===== src/rtl/sub_serial_nibble.sv =====
// Nibble-serial subtractor: diff = a - b - borrow_in, one 4-bit slice per clock, LSB first.
// A single operation is in flight at a time, with valid/ready handshakes on both sides.
module sub_serial_nibble #(
    parameter int WIDTH = 16
) (
    input  logic             clk,
    input  logic             rst,
    input  logic             in_valid,
    output logic             in_ready,
    input  logic [WIDTH-1:0] a,
    input  logic [WIDTH-1:0] b,
    input  logic             borrow_in,
    output logic             out_valid,
    input  logic             out_ready,
    output logic [WIDTH-1:0] diff,
    output logic             borrow_out,
    output logic             zero,
    output logic             negative,
    output logic             overflow
);

    localparam int NIB = WIDTH / 4;
    localparam int CW  = (NIB > 1) ? $clog2(NIB) : 1;
    localparam logic [CW-1:0] LAST = CW'(NIB - 1);

    typedef enum logic [1:0] {
        IDLE = 2'd0,
        RUN  = 2'd1,
        DONE = 2'd2
    } state_t;

    state_t           r_state;
    state_t           w_next;
    logic [WIDTH-1:0] r_a;
    logic [WIDTH-1:0] r_b;
    logic             r_carry;
    logic [CW-1:0]    r_cnt;
    logic [WIDTH-1:0] r_diff;
    logic             r_borrow;
    logic             r_zero;
    logic             r_neg;
    logic             r_ovf;

    logic [3:0]       w_a_nib;
    logic [3:0]       w_nb_nib;
    logic [3:0]       w_g;
    logic [3:0]       w_p;
    logic [4:0]       w_c;
    logic [3:0]       w_sum;
    logic [WIDTH-1:0] w_diff_next;

    // Current nibble of a + ~b + carry through a 4-bit generate/propagate chain
    always_comb begin
        w_a_nib  = r_a[{r_cnt, 2'b00} +: 4];
        w_nb_nib = ~r_b[{r_cnt, 2'b00} +: 4];
        w_g      = w_a_nib & w_nb_nib;
        w_p      = w_a_nib ^ w_nb_nib;
        w_c      = 5'b00000;
        w_c[0]   = r_carry;
        for (int i = 0; i < 4; i++) begin
            w_c[i+1] = w_g[i] | (w_p[i] & w_c[i]);
        end
        w_sum       = w_p ^ w_c[3:0];
        w_diff_next = r_diff;
        w_diff_next[{r_cnt, 2'b00} +: 4] = w_sum;
    end

    // Next-state logic
    always_comb begin
        w_next = r_state;
        case (r_state)
            IDLE: begin
                if (in_valid) begin
                    w_next = RUN;
                end else begin
                    w_next = IDLE;
                end
            end
            RUN: begin
                if (r_cnt == LAST) begin
                    w_next = DONE;
                end else begin
                    w_next = RUN;
                end
            end
            DONE: begin
                if (out_ready) begin
                    w_next = IDLE;
                end else begin
                    w_next = DONE;
                end
            end
            default: w_next = IDLE;
        endcase
    end

    // State, operand capture, nibble accumulation and final flags
    always_ff @(posedge clk or posedge rst) begin
        if (rst) begin
            r_state  <= IDLE;
            r_a      <= {WIDTH{1'b0}};
            r_b      <= {WIDTH{1'b0}};
            r_carry  <= 1'b0;
            r_cnt    <= {CW{1'b0}};
            r_diff   <= {WIDTH{1'b0}};
            r_borrow <= 1'b0;
            r_zero   <= 1'b0;
            r_neg    <= 1'b0;
            r_ovf    <= 1'b0;
        end else begin
            r_state <= w_next;
            case (r_state)
                IDLE: begin
                    if (in_valid) begin
                        r_a     <= a;
                        r_b     <= b;
                        r_carry <= ~borrow_in;
                        r_cnt   <= {CW{1'b0}};
                    end
                end
                RUN: begin
                    r_diff  <= w_diff_next;
                    r_carry <= w_c[4];
                    r_cnt   <= r_cnt + 1'b1;
                    // Flags are taken from the completed result on the final nibble edge
                    if (r_cnt == LAST) begin
                        r_borrow <= ~w_c[4];
                        r_zero   <= (w_diff_next == {WIDTH{1'b0}});
                        r_neg    <= w_diff_next[WIDTH-1];
                        r_ovf    <= (r_a[WIDTH-1] != r_b[WIDTH-1]) &
                                    (w_diff_next[WIDTH-1] != r_a[WIDTH-1]);
                    end
                end
                default: begin
                end
            endcase
        end
    end

    assign in_ready   = (r_state == IDLE) & ~rst;
    assign out_valid  = (r_state == DONE);
    assign diff       = r_diff;
    assign borrow_out = r_borrow;
    assign zero       = r_zero;
    assign negative   = r_neg;
    assign overflow   = r_ovf;

endmodule


===== config.mk =====
export PLATFORM = sky130hd
export DESIGN_NAME = sub_serial_nibble
export DESIGN_NICKNAME = d
export VERILOG_FILES = /design/src/rtl/sub_serial_nibble.sv
export SDC_FILE = /design/constraint.sdc
export NUM_CORES = 1
export LEC_CHECK = 0
export ABC_CLOCK_PERIOD_IN_PS = 5000
export CAP_MARGIN = 30
export CORE_UTILIZATION = 53
export CTS_BUF_LIST = sky130_fd_sc_hd__clkbuf_4 sky130_fd_sc_hd__clkbuf_8
export CTS_CLUSTER_DIAMETER = 80
export DETAILED_ROUTE_END_ITERATION = 8
export PLACE_DENSITY = 0.82
export SETUP_SLACK_MARGIN = 0.2
export SYNTH_ARGS = -nofsm -noshare
export SYNTH_HDL_FRONTEND = slang
export SYNTH_SLANG_ARGS = --single-unit
export TNS_END_PERCENT = 5

===== constraint.sdc =====
create_clock -name clk -period 5 [get_ports clk]
set_clock_uncertainty 0.1 [all_clocks]
set_input_delay 1 -clock clk [delete_from_list [all_inputs] [get_ports clk]]
set_output_delay 1 -clock clk [all_outputs]
set_load 0.03 [all_outputs]

==> results.json, run 1 <==
{
  "cts_resized": 0,
  "layout_commonest_cell": "nand2_1",
  "cp_cell_sequence": "buf_4 -> mux4_2 -> fa_1 -> fa_1 -> fa_1 -> nor2_1 -> o32ai_1 -> nor4_1 -> nand3_1 -> o31ai_1",
  "avgSynthCellArea_sq_um": 9.68,
  "hold_buffers": 0,
  "clock-sinks": 57,
  "reg2reg_depth": 10,
  "pwr-share-comb": 0.550,
  "pwr-share-seq": 0.285,
  "fin_crit_ns": 3.82,
  "worst_ep_required_time_ns": 5.14,
  "area_growth_pct": 31.2,
  "criticalPathCategory": "register to register",
  "h-tree-depth": 3,
  "yosysSeqAreaShare": 0.503,
  "tightest_slew_ns": 0.898,
  "num_antenna_cells": 0,
  "num_rows": 26,
  "gr-usage-all-layers": 0.249,
  "synth_mux_area_frac": 0.0697,
  "intPower_mw": 1.57,
  "initial_core_util": 0.552,
  "drv_cap": 0,
  "finalSetupViolations": 0,
  "clockPowerShare": 0.166,
  "clk_pin_slew_ns": 0.06,
  "drt_wl_total_mm": 6.10,
  "cp.depth": 10,
  "worstPathMaxFanout": 19,
  "dieArea_sq_um": 5650,
  "hp-class": "register to register",
  "grt_max_degree": 58,
  "synth_cell_type_count": 43,
  "slew_headroom": 0.400,
  "slowest_stage": "fa_1",
  "power.density_nw_per_um2": 756,
  "switching_share": 0.443,
  "cts_setup_buffers": 0,
  "vdd_drop_max_mv": 0.416,
  "rsz0062_at_grt": "no",
  "final_cell_mix": "nand2_1 (118), clkdlybuf4s50_1 (58), dfrtp_1 (57), inv_1 (12), o21ai_0 (11)",
  "fmaxAchievable_mhz": 262,
  "r2r_setup_slack_ns": 1.18,
  "ios": 59,
  "reg2reg_from": "r_cnt[0]",
  "fill_cells": 399,
  "synth_top_area_cell": "dfrtp_1",
  "synth-edff-count": 0,
  "post-route-period-util": 0.764,
  "syn_inst": 293,
  "first_pass_iters": 5,
  "synthAdderAreaFrac": 0.0547,
  "hold_viol": 0,
  "final_cell_area_sq_um": 3720,
  "synth_top_family_by_area": "simple AND/OR/NAND/NOR gates",
  "final_layout_size_suffix_gt1_frac": 0.0896,
  "timing.hold.ws_ns": 0.376,
  "cts_tree": "done",
  "antenna_found_initial": 0,
  "yosysTopAreaCellShare": 0.503,
  "p_leak_nw": 1.73,
  "hpwl_mm": 4.35,
  "async_flop_share": 1.00,
  "synth_nets": 340,
  "grt_pass1_vias": 2245,
  "r2r_end": "zero",
  "status": "finished clean",
  "synth_xor_area_frac": 0,
  "cts_buffer_depth": 2,
  "yosys-top-cells-area": "dfrtp_1 (50%), nand2_1 (16%), mux4_2 (4.8%)",
  "final_antenna_net_count": 0,
  "crit_end": "zero",
  "arrival_ns": 3.96,
  "drc": 0,
  "ys_warn_count": 0,
  "fp.coreArea_sq_um": 5140,
  "wire_per_inst_microns": 14.3,
  "timing.critical_path.buf_inv": 1,
  "max_stage_delay_ns": 0.59,
  "finalNetCount": 399,
  "drt-vias-per-instance": 5.39,
  "grt_pass1_wl_mm": 10.3,
  "power.net_switching_mw": 1.25,
  "die_w_microns": 75.1,
  "io_buffers": 58,
  "worstSetupEndpointType": "register",
  "netlist_area_sq_um": 2840,
  "gp_congestion": 0.915,
  "place_ws_ns": 1.24,
  "finalMaxSlewViolations": 0,
  "ys_dominant_reg_cell": "dfrtp_1",
  "gr-total-overflow": 0,
  "synth_simple_gate_area_share": 0.227,
  "place_area_sq_um": 3510,
  "via_count": 2302,
  "crit_path_start_kind": "register",
  "fin_ws_ns": 1.18,
  "critPathTopFamily": "adder cells",
  "drt-initial-drc-count": 189,
  "dieHeight_microns": 75.1,
  "clk_latency_ns": 0.34,
  "cts-root-buf": "clkbuf_8",
  "startpoint": "r_cnt[0]",
  "tns_ns": 0,
  "cpMostUsedCell": "fa_1",
  "cts_made_buffers": 9,
  "ys_ff_latch": 57,
  "synth_compound_area_frac": 0.104
}
how the worst min path moves through the flow:
stage / startpoint / end / cells past startpoint
global placement: r_a[8] / r_a[8] / 2
detailed placement: r_a[4] / r_a[4] / 2
global route: r_b[6] / r_b[6] / 2
CTS: r_a[4] / r_a[4] / 2
floorplan: r_a[4] / r_a[4] / 2
finish: borrow_out / borrow_out / 2
cell usage after synthesis, drive strengths merged, types with 2 or more instances:
cell and instances:
nand2 118, dfrtp 57, inv 13, o21ai 12
nor2 11, a22o 10, clkbuf 10, mux4 8
ha 6, nor3 5, buf 4, fa 4
nand2b 4, nor2b 4, a21oi 2, a41oi 2
nand3 2, nand3b 2, o31ai 2, o32ai 2
power by group through the flow:
stage / clock network, mW / logic (mW) / registers [mW]
3_5_place_dp: 0 / 1.53 / 0.808
3_3_place_gp: 0 / 1.45 / 0.799
4_1_cts: 0.471 / 1.53 / 0.801
2_1_floorplan: 0 / 0.994 / 0.860
5_1_grt: 0.491 / 1.67 / 0.824
6_report: 0.466 / 1.55 / 0.801
per-stage QoR:
| step | total power, mW | util | instances |
|---|---|---|---|
| 2_1_floorplan | 1.85 | - | 293 |
| 3_3_place_gp | 2.25 | 0.671 | 409 |
| 3_5_place_dp | 2.33 | 0.682 | 411 |
| 4_1_cts | 2.80 | 0.724 | 427 |
| 5_1_grt | 2.99 | 0.724 | 427 |
| 6_report | 2.81 | 0.724 | 427 |
state kept, by name, indices dropped and copies added (netlist names):
signal and flops:
borrow_out 1, diff 16, negative 1, overflow 1
r_a 16, r_b 16, r_carry 1, r_cnt 2
r_state 2, zero 1
kinds of logic after synthesis:
kind of cell	Yosys count
multiplexers	9
AND/OR/NAND/NOR	151
flip-flops	57
adder cells (fa/ha/maj)	10
buffers and inverters	27
AO/OA/AOI/OAI	39
worst min-delay path: stages, from the launching register on:
cell and delay (ns):
dfrtp_1 0.34, nand2_1 0.04, o21ai_0 0.06
per-layer routing:
layer	track usage	part of all wire
met5	0	0
met2	0.414	0.49
met4	0.134	0.027
met1	0.316	0.44
met3	0.0402	0.045
cell type report:
class	count	area, sq um	share of cell area
inverter	13	48.8	0.0131
clock inverter	6	82.6	0.0222
timing repair buffer	62	651	0.175
clock buffer	10	131	0.0353
sequential	57	1430	0.383
multi-input combinational	209	1290	0.347
tap	70	87.6	0.0235
(Power assumes the default switching activity.)
==> run 2: changes to the inputs <==
- ABC_CLOCK_PERIOD_IN_PS: 5000 -> 3650
- clock period: 5 -> 3.65 ns (I/O delays scaled with it)
==> run 2 against run 1 <==
Net effect:
- die area unchanged
- sequential share of layout area decreased by 0.53 points
- first-iteration DRC count decreased by 13%
- non-clock buffer count increased by 13
- clock power increased by 14%
- clock-buffer cell count increased by 3
- global-route usage increased by 0.38 points
- flip-flop and latch count unchanged
- critical endpoint is now overflow
- maximum frequency increased by 10%
- worst hold slack improved by 0.00087 ns
- utilization increased by 1.0 points
==> results.json, run 2 (synthesis results as in run 1) <==
{
  "status": "finished clean",
  "worstSetupEndpointType": "register",
  "ios": 59,
  "hpwl_mm": 4.39,
  "slowest_stage": "fa_2",
  "crit_path_start_kind": "register",
  "grt_pass1_wl_mm": 10.4,
  "first_pass_iters": 4,
  "drt-initial-drc-count": 164,
  "timing.hold.ws_ns": 0.376,
  "gr-total-overflow": 0,
  "vdd_drop_max_mv": 0.775,
  "fin_ws_ns": 0.178,
  "io_buffers": 58,
  "clk_latency_ns": 0.34,
  "fill_cells": 392,
  "drc": 0,
  "finalNetCount": 412,
  "place_ws_ns": 0.127,
  "arrival_ns": 3.63,
  "final_layout_size_suffix_gt1_frac": 0.143,
  "power_mw": 4.21,
  "max_stage_delay_ns": 0.65,
  "criticalPathCategory": "register to register",
  "h-tree-depth": 3,
  "place_area_sq_um": 3500,
  "final_cell_area_sq_um": 3770,
  "layout_commonest_cell": "nand2_1",
  "final_antenna_net_count": 0,
  "hp-class": "register to register",
  "initial_core_util": 0.552,
  "drt-vias-per-instance": 5.33,
  "final_cell_mix": "nand2_1 (118), clkdlybuf4s50_1 (58), dfrtp_1 (57), buf_4 (15)",
  "cpMostUsedCell": "fa_2",
  "dieArea_sq_um": 5650,
  "via_count": 2343,
  "area_growth_pct": 33.1,
  "grt_pass1_vias": 2272,
  "worstPathMaxFanout": 5,
  "fmaxAchievable_mhz": 288,
  "p_leak_nw": 1.76,
  "tns_ns": 0,
  "fp.coreArea_sq_um": 5140,
  "num_antenna_cells": 0,
  "r2r_setup_slack_ns": 0.18,
  "gr-usage-all-layers": 0.253,
  "gp_congestion": 0.902,
  "hold_viol": 0,
  "cts-root-buf": "clkbuf_8",
  "fin_crit_ns": 3.47,
  "cts_tree": "done",
  "rsz0062_at_grt": "yes",
  "clk_pin_slew_ns": 0.06,
  "drv_cap": 0,
  "grt_max_degree": 38,
  "power.density_nw_per_um2": 1120,
  "cts_buffer_depth": 2,
  "cts_made_buffers": 9,
  "antenna_found_initial": 0,
  "stdcell_count": 440,
  "worst_ep_required_time_ns": 3.81,
  "post-route-period-util": 0.951,
  "wire_per_inst_microns": 14.1,
  "finalMaxSlewViolations": 0,
  "final_util": 0.734,
  "tightest_slew_ns": 0.444,
  "dieHeight_microns": 75.1,
  "slew_headroom": 0.704,
  "clock-sinks": 57,
  "cp_cell_sequence": "mux4_2 -> inv_2 -> fa_2 -> inv_2 -> fa_2 -> fa_2 -> fa_2 -> buf_6 -> a31oi_4 -> or3b_1 -> a41oi_2",
  "finalSetupViolations": 0,
  "placedCellCount": 414,
  "drt_wl_total_mm": 6.20,
  "num_rows": 26,
  "die_w_microns": 75.1
}
run 2: changes by cell type in the layout (fill, tap and decap cells not counted), moves of 2 or more:
cell | before | now
buf_4 | 2 | 15
inv_2 | 1 | 3
buf_6 | 0 | 2
fa_1 | 4 | 0
fa_2 | 0 | 4
inv_1 | 12 | 10
buf_16 | 2 | 0
clkbuf_8 | 9 | 11
bufinv_16 | 2 | 0
run 2: critical path: cells and delay by family (launching register included):
family | cells | cell delay [ns]
buffers and inverters | 3 | 0.23
DFF | 1 | 0.38
AOI/OAI and AO/OA | 2 | 0.26
adders and majority gates | 4 | 1.52
and+or+nand+nor | 1 | 0.39
muxes | 1 | 0.52
run 2: path summary, 6_finish.rpt:
check                      startpoint       end  depth (start not counted)
max                          r_cnt[0]  overflow                         11
min                           r_b[14]   r_b[14]                          2
max reg2reg                  r_cnt[0]  overflow                         11
min reg2reg                   r_b[14]   r_b[14]                          2
max in group asynchronous         rst   diff[9]                          3
min in group asynchronous         rst  overflow                          2
run 2: power by group:
part | total (mW) | switching [mW] | internal [mW]
clock | 0.529 | 0.234 | 0.295
combinational | 2.59 | 1.39 | 1.20
sequential | 1.09 | 0.187 | 0.904
run 2: cell type report:
cell class | instances | area [sq um] | area share
Clock buffer | 13 | 166 | 0.0441
Clock inverter | 3 | 15.0 | 0.00398
Inverter | 13 | 48.8 | 0.0129
Multi-Input combinational cell | 209 | 1310 | 0.348
Sequential cell | 57 | 1430 | 0.378
Tap cell | 70 | 87.6 | 0.0232
Timing Repair Buffer | 75 | 716 | 0.190
run 2: what timing repair did:
item,in CTS,in global routing
setup buffers,4,6
hold buffers,0,0
pin swaps,1,10
gates resized for setup,2,3
endpoints found under the setup margin,2,2
run 2: layer usage:
metal,track usage,wire (microns),vias to the layer above
met5,0,0,-
met4,0.132,141,0
met3,0.0388,280,17
met2,0.409,3060,83
met1,0.334,2710,1111
li1,-,-,1132
==> patch 1 (config.mk and constraints of run 1) <==
The parameter `WIDTH` goes from 16 to 32.
--- a/src/rtl/sub_serial_nibble.sv
+++ b/src/rtl/sub_serial_nibble.sv
@@ -1,7 +1,7 @@
 // Nibble-serial subtractor: diff = a - b - borrow_in, one 4-bit slice per clock, LSB first.
 // A single operation is in flight at a time, with valid/ready handshakes on both sides.
 module sub_serial_nibble #(
-    parameter int WIDTH = 16
+    parameter int WIDTH = 32
 ) (
     input  logic             clk,
     input  logic             rst,
Interface: changed (resized a, b and diff); port bits go from 59 to 107. The function was not compared with the original's and may differ.
==> patch 1 against run 1 <==
Wire length rose by 88%. Design area is 73% higher. Global-route usage is 0.47 points higher. Sequential cell count is 49 higher. Non-clock buffer count rose by 51. Via count is 77% higher. Power rose by 77%. Critical path type unchanged. Area after synthesis grew 77%. Clock power rose by 17%. Setup slack worse by 0.50 ns. Sequential power grew 96%.
==> patch 1: results (changes against run 1) <==
status complete, no violations (unchanged); pin count of the biggest net entering global routing 67 (was 58); Pre-antenna DRT Iters 4 (was 5); synth top area cells dfrtp_1, nand2_1, mux4_2 (unchanged); Slew HR 0.536 (was 0.400); sequential cell area fraction in the yosys report 0.527 (was 0.503); I/O Buffers 106 (was 58); Worst Path Arrival 4.50 ns (was 3.96 ns); DPL Wire Length 8280 µm (was 4350 µm); Max IR drop VDD 0.659 mV (was 0.416 mV); Synth cell types 45 (was 43); first-pass GRT wire length 19,400 µm (was 10,300 µm); # fillers 698 (was 399); Total Wirelength 11,500 µm (was 6100 µm); worst hold start r_a[20]$_DFFE_PP0P_ (was borrow_out$_DFFE_PP0P_); vias in the first global route 3,969 (was 2,245); initial drt markers 261 (was 189); total track usage 0.254 (was 0.249); syn_nets 589 (was 340); vias 4,064 (was 2,302); leakage power 2.97 nW (was 1.73 nW); clk slew on worst S/H paths 0.10 ns (was 0.06 ns); fraction of layout cells with a size suffix above 1 0.114 (was 0.0896); Clock Root Buffer clkbuf_8 (unchanged); worst r2r src r_cnt[1]$_DFFE_PP0P_ (was r_cnt[0]$_DFFE_PP0P_); nets@finish 684 (was 399); Placement Setup Slack 0.703 ns (was 1.24 ns); FF+latch count, synth 106 (was 57); postcts setup bufs 0 (unchanged); clk_lat worst skew 0.37 ns (was 0.34 ns); most frequent cells after synthesis nand2_1, dfrtp_1, mux2_2 (was nand2_1, dfrtp_1, inv_1); TritonCTS Buffers 9 (unchanged); GPL Wtd Cong 0.892 (was 0.915); crit path max fanout 14 (was 19)
patch 1: logic make-up (layout without fill, tap and decap cells):
group           Yosys count  after routing  share of synthesized area
mux                      44             44                      0.133
flops                   106            106                      0.527
fa+ha+maj                 8              8                     0.0259
simple gates            283            283                      0.239
compound gates           35             35                     0.0458
buf+inv                  36            136                     0.0289
patch 1: path summary, 6_finish.rpt:
path | to | cells after the start | slack (ns)
worst max-delay path | zero$_DFFE_PP0P_ | 12 | 0.68
worst min-delay path | r_a[20]$_DFFE_PP0P_ | 2 | 0.38
worst max register to register | zero$_DFFE_PP0P_ | 12 | 0.68
worst min register to register | r_a[20]$_DFFE_PP0P_ | 2 | 0.38
max in group asynchronous | r_a[30]$_DFFE_PP0P_ | 4 | 2.91
min in group asynchronous | diff[15]$_DFFE_PP0P_ | 2 | 0.96
patch 1: critical path, stage by stage, from the launching register on:
cell and delay [ns]:
dfrtp_1 0.63, mux4_2 0.57, mux2i_1 0.19, fa_1 0.19, inv_1 0.05, fa_1 0.37
fa_1 0.39, fa_1 0.66, nor4b_1 0.35, nand3_1 0.12, a32oi_1 0.20, o221ai_1 0.14
o31ai_1 0.26
patch 1: layout make-up:
class                           count  area share
Sequential cell                   106       0.413
Multi-Input combinational cell    370       0.348
Timing Repair Buffer              113       0.181
Inverter                            7     0.00448
Clock inverter                      4     0.00799
Clock buffer                       12      0.0238
Tap cell                          111      0.0216
patch 1: routing by layer:
metal,track usage,up-vias,share of wire
met3,0.0372,18,0.069
met5,0,-,0
met2,0.412,186,0.48
li1,-,1898,-
met4,0.0860,0,0.015
met1,0.355,1962,0.44
patch 1: where the power goes:
| group | internal [mW] | switching, mW | total, mW |
|---|---|---|---|
| clock | 0.257 | 0.286 | 0.543 |
| combinational | 1.17 | 1.70 | 2.87 |
| sequential | 1.26 | 0.304 | 1.57 |
| total | 2.69 | 2.29 | 4.98 |
patch 1: metrics by stage:
step,cell area (µm²),util,cells,hold WS (ns)
global route,6420,0.698,723,0.405
global placement,6150,0.668,704,0.353
floorplan,5030,-,512,0.340
finish,6420,0.698,723,0.381
detailed placement,6190,0.674,706,0.360
CTS,6400,0.696,722,0.383
==> patch 2 (config.mk and constraints of run 1) <==
Made on the original files. The 3 states of `state_t` get a one-hot encoding in 3 bits.
--- a/src/rtl/sub_serial_nibble.sv
+++ b/src/rtl/sub_serial_nibble.sv
@@ -23,10 +23,10 @@
     localparam int CW  = (NIB > 1) ? $clog2(NIB) : 1;
     localparam logic [CW-1:0] LAST = CW'(NIB - 1);
 
-    typedef enum logic [1:0] {
-        IDLE = 2'd0,
-        RUN  = 2'd1,
-        DONE = 2'd2
+    typedef enum logic [2:0] {
+        IDLE = 3'b001,
+        RUN  = 3'b010,
+        DONE = 3'b100
     } state_t;
 
     state_t           r_state;
Check against the original RTL: same outputs for any inputs over 10 cycles, from zero or initial values and one cycle with rst high; not proved beyond that.
==> patch 2 against run 1 <==
Global-route usage down 2.6 points. Area after synthesis fell by 1.6%. Power is 16% lower. Largest power group unchanged. Design area shrank 3.1%. Wire length down 10%. Highest routed layer unchanged. Sequential cell count up 1. Setup slack improved by 0.16 ns. Critical path type unchanged.
==> patch 2: results (changes against run 1) <==
min cycle time layout 3.66 ns (was 3.82 ns); cts repair resizes 0 (unchanged); pin count of the biggest net entering global routing 38 (was 58); Final Hold Violating Endpoints 0 (unchanged); FFs w/ async S/R, synth 1.00 (unchanged); DPL Wire Length 3960 µm (was 4350 µm); initial antenna violation count 0 (unchanged); most frequent cells after synthesis dfrtp_1, nand2_1, mux2_1 (was nand2_1, dfrtp_1, inv_1); syn_nets 267 (was 340); I/O Buffers 58 (unchanged); Critical Path Sink zero$_DFFE_PP0P_ (unchanged); GR Layer Usage met1 0.279 (was 0.316); delay-heaviest family, CP adder cells (unchanged); fraction of layout cells with a size suffix above 1 0.138 (was 0.0896); status complete, no violations (unchanged); vias per cell 5.37 (was 5.39); Primary FF master, synth dfrtp_1 (unchanged); GPL Wtd Cong 0.871 (was 0.915); total track usage 0.223 (was 0.249); Slew HR 0.599 (was 0.400); leakage power 1.52 nW (was 1.73 nW); first-pass GRT wire length 8790 µm (was 10,300 µm); initial drt markers 61 (was 189); Overall Power 2.35 mW (was 2.81 mW); critical path's slowest cell fa_1 (unchanged); H-tree depth 3 (unchanged); DP Area 3420 µm² (was 3510 µm²); vias in the first global route 1,874 (was 2,245); CP startpoint r_cnt[0]$_DFFE_PP0P_ (unchanged); clk_lat worst skew 0.34 ns (about the same); Global Route met3 Usage 0.0664 (was 0.0402); crit-path max cell delay 0.68 ns (was 0.59 ns); Hold Crit Class register to register (unchanged); postcts setup bufs 0 (unchanged); Worst Path Arrival 3.79 ns (was 3.96 ns); r2r setup slk 1.34 ns (was 1.18 ns); Pre-antenna DRT Iters 4 (was 5); Clock Root Buffer clkbuf_8 (unchanged); crit path max fanout 8 (was 19); Max IR drop VDD 0.396 mV (was 0.416 mV); clk slew on worst S/H paths 0.06 ns (about the same); NetSw 0.936 mW (was 1.25 mW); clk buf depth 2 (unchanged); Yosys warning count 0 (unchanged); nets@finish 331 (was 399); Inserted Diodes 0 (unchanged); TritonCTS Buffers 9 (unchanged); Synth cell types 40 (was 43); # fillers 367 (was 399); syn avg cell area 12.6 µm² (was 9.68 µm²); DP Cell Count 344 (was 411); sequential cell area fraction in the yosys report 0.521 (was 0.503); synth top area cells dfrtp_1, mux2_1, mux4_2 (was dfrtp_1, nand2_1, mux4_2); clk pwr 0.405 mW (was 0.466 mW); met2 Track Usage GR 0.363 (was 0.414); P_seq 0.794 mW (was 0.801 mW); WL per Instance 15.3 µm (was 14.3 µm); vias 1,927 (was 2,302)
-- patch 2: cell types whose count changed after synthesis, sizes merged, moves of 3 or more --
cell / delta
nor2: -3
buf: +3
a22o: -4
mux2: +32
nor3b: +3
nand2: -83
clkbuf: -9
o21ai: +4
nor3: -4
nand2b: -4
-- patch 2: per-layer routing --
layer / up-vias / wire, µm
met5: - / 0
met1: 955 / 2390
met4: 0 / 110
met2: 47 / 2780
li1: 913 / -
met3: 12 / 207
-- patch 2: kinds of logic after synthesis --
group	after synthesis	share of synthesized area
flip-flops	58	0.521
AO/OA/AOI/OAI	34	0.0812
buffers and inverters	19	0.0377
adder cells (fa/ha/maj)	9	0.0511
multiplexers	41	0.197
AND/OR/NAND/NOR	60	0.112
-- patch 2: worst min-delay path by stage --
stage,slack (ns),to,cells past startpoint,startpoint
final,0.39,r_a[1]$_DFFE_PP0P_,1,r_a[1]$_DFFE_PP0P_
after global routing,0.40,r_a[1]$_DFFE_PP0P_,1,r_a[1]$_DFFE_PP0P_
after CTS,0.39,r_a[1]$_DFFE_PP0P_,1,r_a[1]$_DFFE_PP0P_
after detailed placement,0.37,r_b[0]$_DFFE_PP0P_,1,r_b[0]$_DFFE_PP0P_
after global placement,0.37,r_a[4]$_DFFE_PP0P_,1,r_a[4]$_DFFE_PP0P_
after floorplan,0.35,r_a[10]$_DFFE_PP0P_,1,r_a[10]$_DFFE_PP0P_
-- patch 2: final cells by class --
cell class              count  area (µm²)  share of cell area
inverters                  11        41.3              0.0115
clock buffers              13         179              0.0496
well taps                  70        87.6              0.0243
flip-flops and latches     58        1450               0.403
repair buffers             61         603               0.167
clock inverters             2        10.0             0.00278
multi-input cells         144        1230               0.342
